$ cat config.mk
export PLATFORM = sky130hd
export DESIGN_NAME = parallel_prefix_adder_pipelined
export DESIGN_NICKNAME = d
export VERILOG_FILES = /design/src/rtl/ppa_pkg.sv /design/src/rtl/ppa_ks_level.sv /design/src/rtl/parallel_prefix_adder_pipelined.sv
export SDC_FILE = /design/constraint.sdc
export NUM_CORES = 1
export LEC_CHECK = 0
export CAP_MARGIN = 10
export CORE_MARGIN = 2
export CORE_UTILIZATION = 59
export DETAILED_ROUTE_END_ITERATION = 10
export PLACE_DENSITY = 0.95
export SETUP_SLACK_MARGIN = 0.05
export SYNTH_ARGS = -nofsm -noshare
export SYNTH_HDL_FRONTEND = slang
export SYNTH_SLANG_ARGS = --single-unit
$ cat constraint.sdc
create_clock -name clk -period 3.35 [get_ports clk]
set_input_delay 0.335 -clock clk [delete_from_list [all_inputs] [get_ports clk]]
set_output_delay 0.335 -clock clk [all_outputs]
set_load 0.05 [all_outputs]
$ cat src/rtl/ppa_pkg.sv
// Shared constants, depth helpers and operation encoding for the pipelined
// Kogge-Stone adder/subtractor.
package ppa_pkg;

  localparam int MAX_BITS = 128;

  typedef enum logic {
    PPA_ADD = 1'b0,
    PPA_SUB = 1'b1
  } ppa_op_e;

  // Number of prefix levels; a 1-bit word still gets one (pass-through) level.
  function automatic int f_depth(input int bits);
    return (bits <= 1) ? 1 : $clog2(bits);
  endfunction

  function automatic int f_nstg(input int depth, input int lps);
    return (depth + lps - 1) / lps;
  endfunction

endpackage

$ cat src/rtl/ppa_ks_level.sv
// One combinational Kogge-Stone level: combines each bit's (g, alive) group
// with the group DIST positions below it; low bits pass through unchanged.
module ppa_ks_level #(
  parameter int BITS = 8,
  parameter int DIST = 1
) (
  input  logic [BITS-1:0] g_i,
  input  logic [BITS-1:0] alive_i,
  output logic [BITS-1:0] g_o,
  output logic [BITS-1:0] alive_o
);

  for (genvar i = 0; i < BITS; i++) begin : g_bit
    if (i >= DIST) begin : g_cell
      assign g_o[i]     = g_i[i] | (alive_i[i] & g_i[i-DIST]);
      assign alive_o[i] = alive_i[i] & alive_i[i-DIST];
    end else begin : g_pass
      assign g_o[i]     = g_i[i];
      assign alive_o[i] = alive_i[i];
    end
  end

endmodule

$ cat src/rtl/parallel_prefix_adder_pipelined.sv
// Pipelined Kogge-Stone adder/subtractor with valid/ready flow control.
// Stage 0 registers bit-level g/p/alive; stages 1..NSTG each evaluate LVL_PER_STG prefix levels.
module parallel_prefix_adder_pipelined
  import ppa_pkg::*;
#(
  parameter int BITS        = 8,
  parameter int LVL_PER_STG = 2,
  parameter int TAG_W       = 4
) (
  input  logic             clk,
  input  logic             rst,
  input  logic             in_valid,
  output logic             in_ready,
  input  logic             op_sub,
  input  logic [BITS-1:0]  a,
  input  logic [BITS-1:0]  b,
  input  logic             ci,
  input  logic [TAG_W-1:0] in_tag,
  output logic             out_valid,
  input  logic             out_ready,
  output logic [BITS-1:0]  s,
  output logic             co,
  output logic             ovf,
  output logic [TAG_W-1:0] out_tag
);

  localparam int D    = f_depth(BITS);
  localparam int NSTG = f_nstg(D, LVL_PER_STG);

  if (BITS < 1 || BITS > MAX_BITS || LVL_PER_STG < 1 || TAG_W < 1) begin : g_param_check
    $error("parallel_prefix_adder_pipelined: unsupported parameter set");
  end

  ppa_op_e          op_e;
  logic [BITS-1:0]  b_eff;
  logic             cin_eff;
  logic             accept;

  logic [NSTG:0]    v_q;
  logic [NSTG:0]    v_d;
  logic [NSTG:0]    adv;

  logic [BITS-1:0]  p_q     [NSTG];
  logic [BITS-1:0]  g_q     [NSTG];
  logic [BITS-1:0]  alive_q [NSTG];
  logic [NSTG-1:0]  cin_q;
  logic [TAG_W-1:0] tag_q   [NSTG+1];

  logic [BITS-1:0]  s_q;
  logic [BITS-1:0]  s_d;
  logic             co_q;
  logic             co_d;
  logic             ovf_q;
  logic             ovf_d;

  logic [BITS-1:0]  lvl_g_in  [D];
  logic [BITS-1:0]  lvl_a_in  [D];
  logic [BITS-1:0]  lvl_g_out [D];
  logic [BITS-1:0]  lvl_a_out [D];
  logic [BITS-1:0]  g_fold;
  logic [BITS:0]    carry;

  // Handshake: a beat moves on in_valid && in_ready, a result on out_valid && out_ready.
  // A stage advances when it is valid and the next stage is empty or itself advancing.
  always_comb begin
    logic down_free;
    logic adv_k;
    adv       = '0;
    down_free = out_ready;
    for (int k = NSTG; k >= 0; k--) begin
      adv_k     = v_q[k] & down_free;
      adv[k]    = adv_k;
      down_free = !v_q[k] | adv_k;
    end
  end

  always_comb begin
    v_d    = '0;
    v_d[0] = accept | (v_q[0] & !adv[0]);
    for (int k = 1; k <= NSTG; k++) begin
      v_d[k] = adv[k-1] | (v_q[k] & !adv[k]);
    end
  end

  assign op_e     = ppa_op_e'(op_sub);
  assign b_eff    = (op_e == PPA_SUB) ? ~b : b;
  assign cin_eff  = (op_e == PPA_SUB) ? ~ci : ci;
  assign in_ready = !v_q[0] | adv[0];
  assign accept   = in_valid & in_ready;

  // Carry-in behaves as a generate below bit 0, so fold it into g[0] before level 0.
  always_comb begin
    g_fold    = g_q[0];
    g_fold[0] = g_q[0][0] | (alive_q[0][0] & cin_q[0]);
  end

  for (genvar k = 0; k < D; k++) begin : g_lvl
    if (k == 0) begin : g_first
      assign lvl_g_in[k] = g_fold;
      assign lvl_a_in[k] = alive_q[0];
    end else if (k % LVL_PER_STG == 0) begin : g_stage_in
      assign lvl_g_in[k] = g_q[k / LVL_PER_STG];
      assign lvl_a_in[k] = alive_q[k / LVL_PER_STG];
    end else begin : g_chain
      assign lvl_g_in[k] = lvl_g_out[k-1];
      assign lvl_a_in[k] = lvl_a_out[k-1];
    end

    ppa_ks_level #(
      .BITS (BITS),
      .DIST (1 << k)
    ) u_level (
      .g_i     (lvl_g_in[k]),
      .alive_i (lvl_a_in[k]),
      .g_o     (lvl_g_out[k]),
      .alive_o (lvl_a_out[k])
    );
  end

  // carry[i] is the carry into bit i; carry[BITS] is the raw carry-out.
  assign carry = {lvl_g_out[D-1], cin_q[NSTG-1]};
  assign s_d   = p_q[NSTG-1] ^ carry[BITS-1:0];
  assign co_d  = carry[BITS];
  assign ovf_d = carry[BITS] ^ carry[BITS-1];

  always_ff @(posedge clk or posedge rst) begin
    if (rst) begin
      v_q   <= '0;
      cin_q <= '0;
      s_q   <= '0;
      co_q  <= 1'b0;
      ovf_q <= 1'b0;
      for (int k = 0; k < NSTG; k++) begin
        p_q[k]     <= '0;
        g_q[k]     <= '0;
        alive_q[k] <= '0;
      end
      for (int k = 0; k <= NSTG; k++) begin
        tag_q[k] <= '0;
      end
    end else begin
      v_q <= v_d;
      if (accept) begin
        p_q[0]     <= a ^ b_eff;
        g_q[0]     <= a & b_eff;
        alive_q[0] <= a | b_eff;
        cin_q[0]   <= cin_eff;
        tag_q[0]   <= in_tag;
      end
      for (int k = 1; k < NSTG; k++) begin
        if (adv[k-1]) begin
          p_q[k]     <= p_q[k-1];
          g_q[k]     <= lvl_g_out[k*LVL_PER_STG-1];
          alive_q[k] <= lvl_a_out[k*LVL_PER_STG-1];
          cin_q[k]   <= cin_q[k-1];
          tag_q[k]   <= tag_q[k-1];
        end
      end
      if (adv[NSTG-1]) begin
        s_q         <= s_d;
        co_q        <= co_d;
        ovf_q       <= ovf_d;
        tag_q[NSTG] <= tag_q[NSTG-1];
      end
    end
  end

  assign out_valid = v_q[NSTG];
  assign s         = s_q;
  assign co        = co_q;
  assign ovf       = ovf_q;
  assign out_tag   = tag_q[NSTG];

endmodule

**Yosys cells after proc, flatten, opt, wreduce, memory -nomap -nowiden**

Index checks and enable logic that the tools add are counted.

- Bitwise gates (word level): 69
- Mux-type cells: 2
- Reductions and logical operators: 6

Operators with widths:

| kind | count |
|---|---|
| 1-bit AND | 38 |
| 1-bit OR | 24 |
| 8-bit bitwise XOR | 2 |
| 8-bit AND | 1 |
| 8-bit 2-to-1 mux | 1 |
| 8-bit NOT | 1 |
| 8-bit OR | 1 |
| 1-bit zero test | 6 |
| 1-bit 2-to-1 mux | 1 |
| 1-bit NOT | 1 |
| 1-bit bitwise XOR | 1 |

- Bits in registers: 75
- Input port bits: 26

**Longest topological paths before layout**

Gate-level depths: netlist of run 1.

- Depth after elaboration: 8
- Mapped depth: 6
- Mapped depth without buffers: 4

**By module**

Synthesis of run 1 repeated with hierarchy kept, for this count alone.

- Cells, all modules: 279
- Area total of the unflattened synthesis: 3613.5 µm²

Modules (own cells, without submodules):

| module | area an instance (µm²) | times used | cells an instance |
|---|---|---|---|
| parallel_prefix_adder_pipelined | 3264.4 | 1 | 231 |
| ppa_ks_level (g_lvl[2].u_level) | 120.1 | 1 | 16 |
| ppa_ks_level (g_lvl[1].u_level) | 115.1 | 1 | 16 |
| ppa_ks_level (g_lvl[0].u_level) | 113.9 | 1 | 16 |

**Worst setup path after synthesis of run 1**

Ideal clock, no wire load.

- Path type: reg-to-reg
- Start: register v_q[2]
- End: register tag_q[8] (netlist name)
- Library setup time: 0.125 ns
- Path buffers: 2
- Setup slack: 1.303 ns
- Arrival: 1.922 ns
- Stages on the path, launching flop included: 6
- Cells stage by stage: dfrtp_1 > nand4b_2 > nand2_1 > buf_6 > buf_6 > mux2_2

- Longest elaborated chain between the ends: 7
- Elaborated cells on any way between the ends: 8
- Classes of those cells: bitwise (7); reduce/logical (1)

Ends and longest elaborated chain:

| what | line | RTL |
|---|---|---|
| from (decl) | parallel_prefix_adder_pipelined.sv:39 | `logic [NSTG:0] v_q;` |
| from (signal assigned) | parallel_prefix_adder_pipelined.sv:142 | `v_q <= v_d;` |
| 1-bit AND / 1-bit zero test (equally long branches) | parallel_prefix_adder_pipelined.sv:71, parallel_prefix_adder_pipelined.sv:73 |  |
| 1-bit OR (*) | parallel_prefix_adder_pipelined.sv:73 | `down_free = !v_q[k] \| adv_k;` |
| 1-bit AND (*) | parallel_prefix_adder_pipelined.sv:71 | `adv_k = v_q[k] & down_free;` |
| 1-bit OR (*) | parallel_prefix_adder_pipelined.sv:73 |  |
| 1-bit AND (*) | parallel_prefix_adder_pipelined.sv:71 |  |
| 1-bit OR (*) | parallel_prefix_adder_pipelined.sv:88 | `assign in_ready = !v_q[0] \| adv[0];` |
| net in_ready | parallel_prefix_adder_pipelined.sv:13 | `output logic in_ready,` |
| 1-bit AND (*) | parallel_prefix_adder_pipelined.sv:89 | `assign accept = in_valid & in_ready;` |
| to (signal, indexed assignment) | parallel_prefix_adder_pipelined.sv:156 | `tag_q[k] <= tag_q[k-1];` |
| to (signal, indexed assignment) | parallel_prefix_adder_pipelined.sv:163 | `tag_q[NSTG] <= tag_q[NSTG-1];` |
| to (decl) | parallel_prefix_adder_pipelined.sv:47 | `logic [TAG_W-1:0] tag_q [NSTG+1];` |

The timed path passes the listed nets; every way through them passes the cells marked *.
A chain may end at the register's enable or synchronous reset.

**Worst setup path after layout of run 1**

- Start: input port out_ready
- End: output port in_ready

- Longest elaborated chain between the ends: 6

Ends and longest elaborated chain:

| what | line | RTL |
|---|---|---|
| from (decl) | parallel_prefix_adder_pipelined.sv:20 | `input logic out_ready,` |
| 1-bit AND | parallel_prefix_adder_pipelined.sv:71 |  |
| 1-bit OR | parallel_prefix_adder_pipelined.sv:73 |  |
| 1-bit AND | parallel_prefix_adder_pipelined.sv:71 |  |
| 1-bit OR | parallel_prefix_adder_pipelined.sv:73 |  |
| 1-bit AND | parallel_prefix_adder_pipelined.sv:71 |  |
| 1-bit OR | parallel_prefix_adder_pipelined.sv:88 |  |
| to (decl) | parallel_prefix_adder_pipelined.sv:13 |  |

No other way between the ends.

==> qor.txt, run 1 <==
run status - complete, no violations
pin count of the biggest net entering global routing - 53
Die Area - 0.006041 mm²
register area share after synthesis - 0.5540
Worst-Skew Late Latency - 340 ps
Max IR drop VDD - 317.0 µV
CTS tree - yes
post-synthesis cell count - 297
routed via count - 2,163
hold crit path type - register to register
register bit total from synthesis - 71
crit-path cells - clkdlybuf4s50_1, nand4b_2, clkdlybuf4s50_1
Layout fillers - 334
fin worst setup slack - 1217 ps
setup TNS - 0 ps
Global Route Usage Sum - 0.2223
top cell type's share of synthesized area - 0.5540
Slew headroom - 0.3179
synthesized area - 0.003207 mm²
worst endpoint required time - 3010 ps
syn_nets - 339
critical path arrival - 1800 ps
htree depth - 3
area growth from synthesis to layout - 18.22%
Vias per Instance - 5.276
post-DR wirelength/cell - 14.11 µm
n_diodes - 0
Die Ht - 77.73 µm
reg-to-reg critical path startpoint - v_q[2]
PD cells - 712.7 mW/mm²
CTS root buf - clkbuf_8
Hold Vio Cnt, Final - 0
die width - 77.73 µm
Post-Synth XOR/XNOR Area - 0.04916
post-synthesis async set-or-reset flop share - 1.000
ANT nets after route - 0
biggest cell delay along the critical path - 820 ps
count of pins over their slew limit - 0
mux share of post-synthesis cell area - 0.08428
CP max FO - 3
crit path max-delay cell type - clkdlybuf4s50_1
main combinational cell family by area after synthesis - simple AND/OR/NAND/NOR gates
I/O Buffers - 41
Worst Skew - 6.129 ps
endpoints failing setup - 0
CTS resizes - 0
pin slew with the least headroom to its limit - 1022 ps
R2R Setup Slk - 1600 ps
num ports - 42
fmax - 468.9 MHz
dpl cells - 395
core area - 0.005172 mm²
Worst setup EP type - output pin
final cycle utilization of the critical path - 0.6366
GR Overflow Total - 0
share of cells above drive strength 1 - 0.1235
Max-cap violations - 0
delay-heaviest family, CP - buffers and inverters
CP bufs+invs - 2
vias in the first global route - 2,251
area leader, netlist - dfrtp_1
initial antenna violation count - 0
Pre-antenna DRT Iters - 4
global-route wire length before repair - 10,190 µm
fin nets - 378
Worst path depth - 3
R2R depth - 3
Post-route DRC - 0
fin crit period - 2133 ps
Clock transition at path regs - 70 ps
Syn Area/Cell - 10.80 µm²
HP Start - tag_q[8]
top cells by area, synth - dfrtp_1 (55%), nand2_1 (8.7%), mux2_2 (8.4%)
Synth Area in Adders - 0.06243
Ys Warns - 0
worst r2r dst - out_tag[1]
Initial Utilization - 0.6200
deepest clock path buffer count - 2
total power - 2.702 mW
Hold Path End - tag_q[4]
Post-synth EDFFs - 0
CTS sink count - 71
row count - 26
pre-CTS WS - 1196 ps
unrepaired setup endpoints after global routing - no
worst hold path cell count - 2
synth unique cells - 27
CP most frequent cell - clkdlybuf4s50_1
Simple-Gate Fraction of Synth Area - 0.1202
crit path kind - primary input to output pin
fin cells - 410
CP startpoint kind - primary input
DR iter-0 viols - 182
placed wire-length estimate - 4078 µm
CTS Hold Bufs - 0
Final Cell Area - 0.003791 mm²
Leak - 1.810 nW
prevailing post-synth register cell - dfrtp_1
final estimated routing congestion in global placement - 0.8094
Post-CTS Setup Bufs - 0
Synth Area in Compound Gates - 0.07491
placed instance area - 0.003615 mm²
total CTS buffers - 9
final wirelength - 5785 µm
## layout make-up
cell class                 count  area [µm²]  area share
tap                           70       87.58     0.02310
timing repair buffer          44       432.9      0.1142
clock buffer                  15       176.4     0.04653
sequential                    71        1777      0.4686
inverter                      17       63.81     0.01683
multi-input combinational    193        1254      0.3307
## sequential cells by signal, summed over array words and instances, names as in the netlist
register	flops
alive_q	12
cin_q	2
co	1
g_fold	7
g_q	9
out_tag	4
ovf	1
p_q	16
s	8
tag_q	8
v_q	3
## tightest hold or removal path, delay by kind of cell, from the launching register on
kind             cells  cell delay [ps]
DFF                  1              340
and+or+nand+nor      2              100
## routing by layer
layer | vias up | wire length (µm) | track usage
li1 | 1046 | - | -
met1 | 1048 | 2496 | 0.2781
met2 | 57 | 2882 | 0.3612
met3 | 12 | 245 | 0.04419
met4 | 0 | 160 | 0.1268
met5 | - | 0 | 0
## Yosys cell counts (2+ instances only)
| cell type | count |
|---|---|
| nand2_1 | 74 |
| mux2_2 | 24 |
| a21oi_1 | 9 |
| ha_1 | 16 |
| a21o_1 | 3 |
| nand3_1 | 2 |
| a31oi_1 | 4 |
| xnor2_1 | 8 |
| dfrtp_1 | 71 |
| nand3b_1 | 2 |
| inv_1 | 17 |
| buf_2 | 5 |
| nand2b_1 | 3 |
| buf_4 | 6 |
| xor2_1 | 10 |
| buf_6 | 3 |
| o21ai_0 | 25 |
| nand4_1 | 3 |
| nor2_1 | 4 |
## report_power, final
part | internal [mW] | total, mW | switching, mW | leakage, nW
Combinational | 0.336 | 0.858 | 0.522 | 0.860
Sequential | 1.08 | 1.23 | 0.157 | 0.860
Clock | 0.327 | 0.612 | 0.285 | 0.0898
## worst max path at each step
stage	startpoint	end	slack (ps)
5_1_grt	out_ready	in_ready	1180
2_1_floorplan	rst	alive_q[10]	1220
6_report	out_ready	in_ready	1220
3_5_place_dp	op_sub	p_q[8]	1200
3_3_place_gp	out_ready	in_ready	1240
4_1_cts	out_ready	in_ready	1210
## logic make-up after synthesis
kind of cell    Yosys count
simple gates             91
buf+inv                  33
flops                    71
xor+xnor                 18
compound gates           44
fa+ha+maj                16
mux                      24
## through the flow
step | util | hold WS (ps)
global placement | 0.6988 | 448.4
CTS | 0.7329 | 472.4
floorplan | - | 433.1
global route | 0.7329 | 510.0
detailed placement | 0.6988 | 457.8
finish | 0.7329 | 470.8
## layout by cell type (no fill, tap or decap)
| cell | Yosys | final |
|---|---|---|
| nand3b_1 | 2 | 2 |
| inv_2 | 0 | 1 |
| clkbuf_8 | 0 | 12 |
| o31ai_1 | 1 | 1 |
| buf_4 | 6 | 3 |
| o21a_1 | 1 | 1 |
| nand4b_2 | 1 | 1 |
| or2b_2 | 1 | 1 |
| o21ai_0 | 25 | 25 |
| a31oi_1 | 4 | 4 |
| nand4_1 | 3 | 3 |
| a21o_1 | 3 | 3 |
| a21oi_1 | 9 | 9 |
| nor2_1 | 4 | 4 |
| clkdlybuf4s50_1 | 0 | 41 |
| inv_1 | 17 | 16 |
| nand2_1 | 74 | 74 |
| mux2_2 | 24 | 24 |
| ha_1 | 16 | 16 |
| xor2_1 | 10 | 10 |
| and2_1 | 1 | 1 |
| clkbuf_1 | 1 | 3 |
| nand3_1 | 2 | 2 |
| dfrtp_1 | 71 | 71 |
| o211ai_1 | 1 | 1 |
| xnor2_1 | 8 | 8 |
| nand2b_1 | 3 | 3 |
Note: power is estimated with default switching activity, not from simulation.
==> inputs of run 2 (changes only) <==
--- a/config.mk
+++ b/config.mk
@@ -7,9 +7,9 @@
 export LEC_CHECK = 0
 export CAP_MARGIN = 10
 export CORE_MARGIN = 2
-export CORE_UTILIZATION = 59
+export CORE_UTILIZATION = 55
 export DETAILED_ROUTE_END_ITERATION = 10
-export PLACE_DENSITY = 0.95
+export PLACE_DENSITY = 0.91
 export SETUP_SLACK_MARGIN = 0.05
 export SYNTH_ARGS = -nofsm -noshare
 export SYNTH_HDL_FRONTEND = slang
==> constraint.sdc (replaced) <==
create_clock -name clk -period 2.1 [get_ports clk]
set_input_delay 0.21 -clock clk [delete_from_list [all_inputs] [get_ports clk]]
set_output_delay 0.21 -clock clk [all_outputs]
set_load 0.05 [all_outputs]
==> run 2 against run 1 <==
Combinational power rose by 62%. Total power grew 65%. Sequential power grew 59%. Non-clock buffer count grew 4. Clock power increased by 80%. Register-to-register slack worse by 930 ps. Die area increased by 6.9%. Cell count up 1.5%. Hold slack got worse by 220 ps. Count of clock-buffer cells in the layout shrank 3. Core utilization is 3.9 points lower.
==> qor.txt, run 2 (same netlist as run 1, synthesis figures left out) <==
Die Area - 0.006458 mm² (was 0.006041 mm²)
logic gate share of total power - 0.313 (was 0.317)
CP bufs+invs - 1 (was 2)
most frequent cells in the layout - nand2_1 (74), dfrtp_1 (71), clkdlybuf4s50_1 (40), o21ai_0 (25), mux2_2 (24) (was nand2_1 (74), dfrtp_1 (71), clkdlybuf4s50_1 (41), o21ai_0 (25), mux2_2 (24))
worst endpoint required time - 1890 ps (was 3010 ps)
fmax - 566.9 MHz
biggest cell delay along the critical path - 820 ps (about the same)
Sw Share - 0.3534 (was 0.3567)
area growth from synthesis to layout - 20.60% (was 18.22%)
Worst-Skew Late Latency - 350 ps (was 340 ps)
register share of total power - 0.440 (was 0.456)
sw power - 1.571 mW (was 963.8 µW)
pre-CTS WS - 275.5 ps (was 1196 ps)
DR top layer - met4 (unchanged)
final core utilization - 0.6938 (was 0.7329)
final wirelength - 5898 µm (was 5785 µm)
CTS resizes - 0 (unchanged)
setup TNS - 0 ps (unchanged)
Worst Skew - 7.611 ps (was 6.129 ps)
fin worst setup slack - 336.2 ps (was 1217 ps)
run status - complete, no violations (unchanged)
crit path kind - register to output pin (was primary input to output pin)
Max-cap violations - 0 (unchanged)
Final Cell Area - 0.003867 mm² (was 0.003791 mm²)
Vias per Instance - 5.267 (was 5.276)
critical path arrival - 1550 ps (was 1800 ps)
Top reg by flops - p_q (unchanged)
Initial Utilization - 0.5753 (was 0.6200)
Post-route DRC - 0 (unchanged)
WHS - 249.0 ps (was 470.8 ps)
met2 routed WL - 2911 µm (was 2882 µm)
Max IR drop VDD - 650.0 µV (was 317.0 µV)
CP max FO - 4 (was 3)
total power - 4.447 mW (was 2.702 mW)
deepest clock path buffer count - 2 (unchanged)
Worst path depth - 1 (was 3)
DR iter-0 viols - 182 (unchanged)
max reg flops - 16 (unchanged)
fin crit period - 1764 ps
endpoints failing setup - 0 (unchanged)
Pre-antenna DRT Iters - 4 (unchanged)
GR Overflow Total - 0 (unchanged)
vias in the first global route - 2,194 (was 2,251)
wl on met1 - 2631 µm (was 2496 µm)
crit path max-delay cell type - clkdlybuf4s50_1 (unchanged)
count of pins over their slew limit - 0 (unchanged)
row count - 27 (was 26)
pin count of the biggest net entering global routing - 72 (was 53)
initial antenna violation count - 0 (unchanged)
crit-path cells - clkdlybuf4s50_1 (was clkdlybuf4s50_1, nand4b_2, clkdlybuf4s50_1)
Global Route Usage Sum - 0.2054 (was 0.2223)
routed via count - 2,191 (was 2,163)
reg-to-reg critical path startpoint - v_q[2] (unchanged)
Internal - 2.875 mW (was 1.738 mW)
CP startpoint kind - register (was primary input)
CTS Hold Bufs - 0 (unchanged)
top flop regs - p_q (16), alive_q (12), g_q (9) (unchanged)
leading cell type in the layout, fill and taps excluded - nand2_1 (unchanged)
final estimated routing congestion in global placement - 0.7909 (was 0.8094)
placed wire-length estimate - 4068 µm (was 4078 µm)
die width - 80.36 µm (was 77.73 µm)
final cycle utilization of the critical path - 0.8399
CP endpoint - out_valid (was in_ready)
CTS root buf - clkbuf_8 (unchanged)
fin cells - 416 (was 410)
htree depth - 3 (unchanged)
worst r2r dst - s[7] (was out_tag[1])
Die Ht - 80.36 µm (was 77.73 µm)
Hold Vio Cnt, Final - 0 (unchanged)
dpl cells - 401 (was 395)
met3 WL - 211 µm (was 245 µm)
PD cells - 1150 mW/mm² (was 712.7 mW/mm²)
pin slew with the least headroom to its limit - 495.2 ps (was 1022 ps)
R2R Setup Slk - 670 ps (was 1600 ps)
Clock power frac - 0.247 (was 0.227)
Slew headroom - 0.6688 (was 0.3179)
Layout fillers - 396 (was 334)
Post-CTS Setup Bufs - 0 (unchanged)
delay-heaviest family, CP - buffers and inverters (unchanged)
n_diodes - 0 (unchanged)
global-route wire length before repair - 9949 µm (was 10,190 µm)
CTS sink count - 71 (unchanged)
Clock transition at path regs - 70 ps (about the same)
Worst setup EP type - output pin (unchanged)
ANT nets after route - 0 (unchanged)
CTS tree - yes (unchanged)
I/O Buffers - 41 (unchanged)
share of cells above drive strength 1 - 0.1424 (was 0.1235)
Critical Path Start - v_q[2] (was out_ready)
core area - 0.005574 mm² (was 0.005172 mm²)
R2R depth - 5 (was 3)
fin nets - 382 (was 378)
post-DR wirelength/cell - 14.18 µm (was 14.11 µm)
hold crit path type - primary input to asynchronous set/reset pin (was register to register)
num ports - 42 (unchanged)
total CTS buffers - 9 (unchanged)
unrepaired setup endpoints after global routing - no (unchanged)
placed instance area - 0.003670 mm² (was 0.003615 mm²)
Leak - 1.847 nW (was 1.810 nW)
run 2: cell types whose count changed in the layout (fill, tap and decap cells not counted), sizes merged:
cell	change
clkdlybuf4s50	-1
bufinv	+1
clkinv	+1
clkbuf	-3
clkinvlp	+1
buf	+5
run 2: power groups by stage:
stage               logic (mW)  clock network [mW]  registers (mW)
global route              1.51                1.15            2.00
CTS                       1.41                1.11            1.96
detailed placement        1.40                   0            1.98
finish                    1.39                1.10            1.95
floorplan                0.687                   0            2.25
global placement          1.34                   0            1.96
run 2: how the worst min path moves through the flow:
stage	start	to	slack, ps	cells past startpoint
5_1_grt	rst	tag_q[8]	290	3
4_1_cts	rst	out_tag[0]	290	3
3_3_place_gp	tag_q[9]	tag_q[5]	450	2
2_1_floorplan	in_valid	v_q[0]	320	1
6_report	rst	tag_q[8]	250	3
3_5_place_dp	tag_q[8]	tag_q[4]	460	2
run 2: layout make-up:
class,instances,area [µm²],area share
clock inverters,3,42.54,0.01100
clock buffers,12,155.1,0.04012
well taps,72,90.09,0.02329
inverters,17,63.81,0.01650
repair buffers,48,485.5,0.1255
multi-input cells,193,1254,0.3242
flip-flops and latches,71,1777,0.4594
run 2: tightest hold or removal path, delay by kind of cell:
family	cells	cell delay [ps]
buf+inv	3	800
run 2: per-layer routing:
metal	vias to the layer above	GRT usage
met5	-	0
met4	0	0.09831
met3	15	0.04494
met2	46	0.3383
met1	1079	0.2576
li1	1051	-
==> RTL edit 1: new RTL, flow settings as in run 2 <==
Change the parameter `TAG_W` from 4 to 3.
--- a/src/rtl/parallel_prefix_adder_pipelined.sv
+++ b/src/rtl/parallel_prefix_adder_pipelined.sv
@@ -7,3 +7,3 @@
   parameter int LVL_PER_STG = 2,
-  parameter int TAG_W       = 4
+  parameter int TAG_W       = 3
 ) (
Interface: changed (resized in_tag and out_tag); port bits go from 42 to 40. No check against the original RTL was run, so the function may have changed too.
==> RTL edit 1 against run 2 <==
Setup slack worse by 0.069 ns; clock power is 6% higher; routed wire length down 6.7%; sequential cell count decreased by 3; via count fell by 6.8%; die area down 1.8%; first-iteration DRC count increased by 3.8%; maximum frequency decreased by 3.7%; sequential share of layout area fell by 0.97 points; design area is 2.2% lower; power shrank 1.2%; area after synthesis down 1.9%.
==> RTL edit 1: results (changes against run 2) <==
| Metric | Value |
|---|---|
| Outcome | completed |
| Arrival time worst endpoint | 1.62 ns (+0.07 ns) |
| Worst hold margin | 0.264 ns (+0.0152 ns) |
| Global routing usage on met1 | 27.1% (+1.3 points) |
| Max incr delay on CP | 0.84 ns (+0.02 ns) |
| First-pass GRT wire length | 9580 um (-3.7%) |
| Hpwl dp | 3810 um (-6.3%) |
| Largest register FFs | 16 (unchanged) |
| Reg2reg setup slack | 0.60 ns (-0.07 ns) |
| Routed wire length | 5500 um (-6.7%) |
| Max VDD drop | 0.000685 V (+5.3%) |
| Synth unique cells | 28 (+3.7%) |
| Vias in the first global route | 2004 (-8.7%) |
| Largest net degree at the start of global routing | 69 (-4.2%) |
| Worst clock skew | 0.00844 ns (+0.000833 ns) |
| Post-DR wirelength/cell | 13.6 um (-3.9%) |
| Placement Cell Area | 3570 um^2 (-2.8%) |
| Depth of the most critical reg-to-reg path | 3 (-2) |
| Met2 Track Usage GR | 31.1% (-2.7 points) |
| P_leak | 1.84 nW (-0.39%) |
| Least-Margin Pin Slew | 0.494 ns (-0.00160 ns) |
| Layout cells sized above 1 | 13.9% (-0.39 points) |
| 1st-iter DRT viols | 189 (+3.8%) |
| Net count after synthesis | 327 (-3.5%) |
| Vias per cell | 5.05 (-4.1%) |
| Syn_area_per_cell | 11.0 um^2 (+1.9%) |
| I/O Buffers | 39 (-4.9%) |
| Largest cells by area after synthesis | dfrtp_1 (54%), nand2_1 (8.4%), ha_1 (6.4%) |
| Setup WS pre-CTS | 0.270 ns (-0.00529 ns) |
| Sequential fraction of the synthesis area | 54.1% (-1.3 points) |
| Commonest cells post-synth | nand2_1 (70), dfrtp_1 (68), o21ai_0 (25) |
| Total track usage | 20.3% (-0.23 points) |
| Placed insts | 388 (-3.2%) |
| Final worst slack | 0.268 ns (-0.0686 ns) |
| Met3 Use GR | 4.07% (-0.42 points) |
| Nets | 368 (-3.7%) |
| GPL Wtd Cong | 0.793 (+0.23%) |
RTL edit 1: changes by cell type after synthesis, moves of 2 or more:
cell	before	now
buf_6	3	1
mux2_2	24	10
mux2_4	0	12
nand2_1	74	70
dfrtp_1	71	68
RTL edit 1: power breakdown:
| group | leakage, nW | switching (mW) | internal [mW] | total, mW |
|---|---|---|---|---|
| sequential | 0.824 | 0.238 | 1.64 | 1.88 |
| clock | 0.113 | 0.477 | 0.695 | 1.17 |
| combinational | 0.903 | 0.791 | 0.550 | 1.34 |
RTL edit 1: area by class of cell:
cell class              instances  area (um^2)
fillers                       399         1720
flip-flops and latches         68         1700
multi-input cells             188         1280
repair buffers                 43          430
clock buffers                  11          141
well taps                      72         90.1
clock inverters                 5         75.1
inverters                      17         63.8
RTL edit 1: cells by family after synthesis:
family | after synthesis | synth area share (%)
xor+xnor | 18 | 5.01
mux | 22 | 9.31
compound gates | 44 | 7.64
flops | 68 | 54.1
simple gates | 88 | 12.4
fa+ha+maj | 16 | 6.36
buf+inv | 30 | 5.17
RTL edit 1: final timing paths:
| path | startpoint | to |
|---|---|---|
| max in group asynchronous | rst | g_fold[4]$_DFFE_PP0P_ |
| min in group clk | tag_q[5]$_DFFE_PP0P_ | tag_q[5]$_DFFE_PP0P_ |
| setup reg to reg | v_q[2]$_DFF_PP0_ | g_fold[4]$_DFFE_PP0P_ |
| hold / removal | rst | s[1]$_DFFE_PP0P_ |
| hold reg to reg | tag_q[5]$_DFFE_PP0P_ | tag_q[5]$_DFFE_PP0P_ |
| setup / recovery | v_q[2]$_DFF_PP0_ | out_valid |
RTL edit 1: layer usage:
layer  share of wire [%]  wire length [um]
met5                   0                 0
met1                  47              2570
met4                 2.6               143
met2                  47              2560
met3                 4.2               233
==> RTL edit 2: new RTL, flow settings as in run 2 <==
Made on the original files. Put one more register stage on the output `ovf`. The value now appears one clock later. The other outputs are not delayed to match.
--- a/src/rtl/parallel_prefix_adder_pipelined.sv
+++ b/src/rtl/parallel_prefix_adder_pipelined.sv
@@ -170,3 +170,5 @@
   assign co        = co_q;
-  assign ovf       = ovf_q;
+  always_ff @(posedge clk) begin
+    ovf <= ovf_q;
+  end
   assign out_tag   = tag_q[NSTG];
Function: changed (a bounded check fails within 4 cycles, from zero or initial values and one cycle with rst high).
==> RTL edit 2 against run 2 <==
Routed wire length grew 7.4%; critical path depth stayed put; register-to-register slack lost 0.03 ns; area after synthesis rose by 0.62%; setup slack gained 0.00081 ns; design area up 2.5%; first-iteration DRC count rose by 35%; sequential cell count rose by 1; power up 8.9%; critical path type unchanged; highest routed layer unchanged.
==> RTL edit 2: results (changes against run 2) <==
| Metric | Value |
|---|---|
| Fillers | 372 (-6.1%) |
| Number of enable flip-flop cells after synthesis | 0 (unchanged) |
| Min-delay worst type | input pin to async pin |
| Initial antenna violation count | 0 (unchanged) |
| Residual DRC | 0 (unchanged) |
| Clock tree buffer depth | 2 (unchanged) |
| 1st-iter DRT viols | 246 (+35%) |
| ANT cells | 0 (unchanged) |
| Commonest cells post-synth | nand2_1 (74), dfrtp_1 (71), o21ai_0 (25) |
| Router iterations before antenna repair | 5 (+1) |
| Sequential fraction of the synthesis area | 55.7% (+0.28 points) |
| First-pass GRT wire length | 10800 um (+8.5%) |
| GPL Wtd Cong | 0.795 (+0.51%) |
| Setup WS pre-CTS | 0.270 ns (-0.00524 ns) |
| Max VDD drop | 0.000684 V (+5.2%) |
| Reg-to-Reg End | p_q[4]$_DFFE_PP0P_ |
| Worst hold margin | 0.168 ns (-0.0805 ns) |
| Clk_lat worst skew | 0.34 ns |
| Max incr delay on CP | 0.82 ns (about the same) |
| Largest net degree at the start of global routing | 39 (-46%) |
| Post-DR wirelength/cell | 15.1 um (+6.7%) |
| Main synth FF type | dfrtp_1 |
| Total track usage | 22.3% (+1.8 points) |
| Synth Warn # | 0 (unchanged) |
| Layout cells sized above 1 | 15.0% (+0.74 points) |
| Nets | 384 (+0.52%) |
| Placed insts | 403 (+0.50%) |
| Syn_area_per_cell | 10.8 um^2 (+0.29%) |
| Met2 Track Usage GR | 36.9% (+3.1 points) |
| CP delay by family, top | buffers and inverters |
| Hpwl dp | 4260 um (+4.8%) |
| Reg2reg setup slack | 0.64 ns (-0.03 ns) |
| Worst clock skew | 0.00518 ns (-0.00243 ns) |
| CP max FO | 4 (unchanged) |
| Outcome | completed |
| Net count after synthesis | 340 (+0.29%) |
| Depth of the most critical reg-to-reg path | 5 (unchanged) |
| Vias | 2248 (+2.6%) |
| Biggest regs | p_q: 16 flops, alive_q: 12 flops, g_q: 9 flops |
| R2r startpoint | v_q[1]$_DFF_PP0_ |
| Least-Margin Pin Slew | 0.514 ns (+0.0186 ns) |
| FFs w/ async S/R, synth | 98.6% (-1.4 points) |
| Post-CTS Setup Bufs | 0 (unchanged) |
| Global routing usage on met1 | 27.7% (+1.9 points) |
| H-tree Lvls | 3 (unchanged) |
| Clock Tree Root | clkbuf_8 |
| Slowest CP cell | clkdlybuf4s50_1 |
| Post-CTS Resized | 0 (unchanged) |
| Arrival time worst endpoint | 1.55 ns (about the same) |
| CTS buffer count | 9 (unchanged) |
| Vias in the first global route | 2304 (+5.0%) |
| Met3 Use GR | 5.39% (+0.90 points) |
| P_leak | 1.90 nW (+2.8%) |
| I/O Buffers | 41 (unchanged) |
| Synth unique cells | 28 (+3.7%) |
| Routed wire length | 6340 um (+7.4%) |
| Largest cells by area after synthesis | dfrtp_1 (55%), nand2_1 (8.6%), mux2_2 (8.4%) |
| Worst-path clk slew | 0.07 ns (about the same) |
## RTL edit 2: through the flow
step | utilization, % | area [um^2]
global route | 71.1 | 3970
floorplan | - | 3230
finish | 71.1 | 3970
CTS | 71.1 | 3970
detailed placement | 66.3 | 3700
global placement | 66.3 | 3700
## RTL edit 2: worst max-delay path by stage
stage | from | to | slack (ns) | cells after the start
final | v_q[2]$_DFF_PP0_ | out_valid | 0.34 | 1
after global routing | v_q[2]$_DFF_PP0_ | out_valid | 0.30 | 1
after CTS | v_q[2]$_DFF_PP0_ | out_valid | 0.33 | 1
after detailed placement | op_sub | p_q[9]$_DFFE_PP0P_ | 0.27 | 6
after global placement | op_sub | p_q[8]$_DFFE_PP0P_ | 0.35 | 6
after floorplan | v_q[2]$_DFF_PP0_ | tag_q[8]$_DFFE_PP0P_ | 0.05 | 5
## RTL edit 2: cell families after synthesis
group,after synthesis,synth area share [%]
AO/OA/AOI/OAI,44,7.44
XOR/XNOR,18,4.89
AND/OR/NAND/NOR,91,11.9
adder cells (fa/ha/maj),16,6.20
buffers and inverters,33,5.47
multiplexers,24,8.38
flip-flops,72,55.7
## RTL edit 2: layout make-up
| cell class | count | area share (%) |
|---|---|---|
| Clock buffer | 10 | 3.47 |
| Clock inverter | 6 | 3.28 |
| Inverter | 17 | 1.61 |
| Multi-Input combinational cell | 193 | 31.6 |
| Sequential cell | 72 | 45.3 |
| Tap cell | 72 | 2.27 |
| Timing Repair Buffer | 49 | 12.4 |
## RTL edit 2: power by group
group | internal (mW) | total [mW] | switching [mW]
registers | 1.74 | 2.00 | 0.257
clock network | 0.937 | 1.44 | 0.505
logic | 0.557 | 1.40 | 0.845
total | 3.24 | 4.84 | 1.61
## RTL edit 2: layer usage
| metal | vias up | wire length [um] | share of wire (%) |
|---|---|---|---|
| met5 | - | 0 | 0 |
| met4 | 0 | 178 | 2.8 |
| met3 | 19 | 383 | 6.0 |
| met2 | 81 | 3190 | 50 |
| met1 | 1087 | 2580 | 41 |
| li1 | 1061 | - | - |
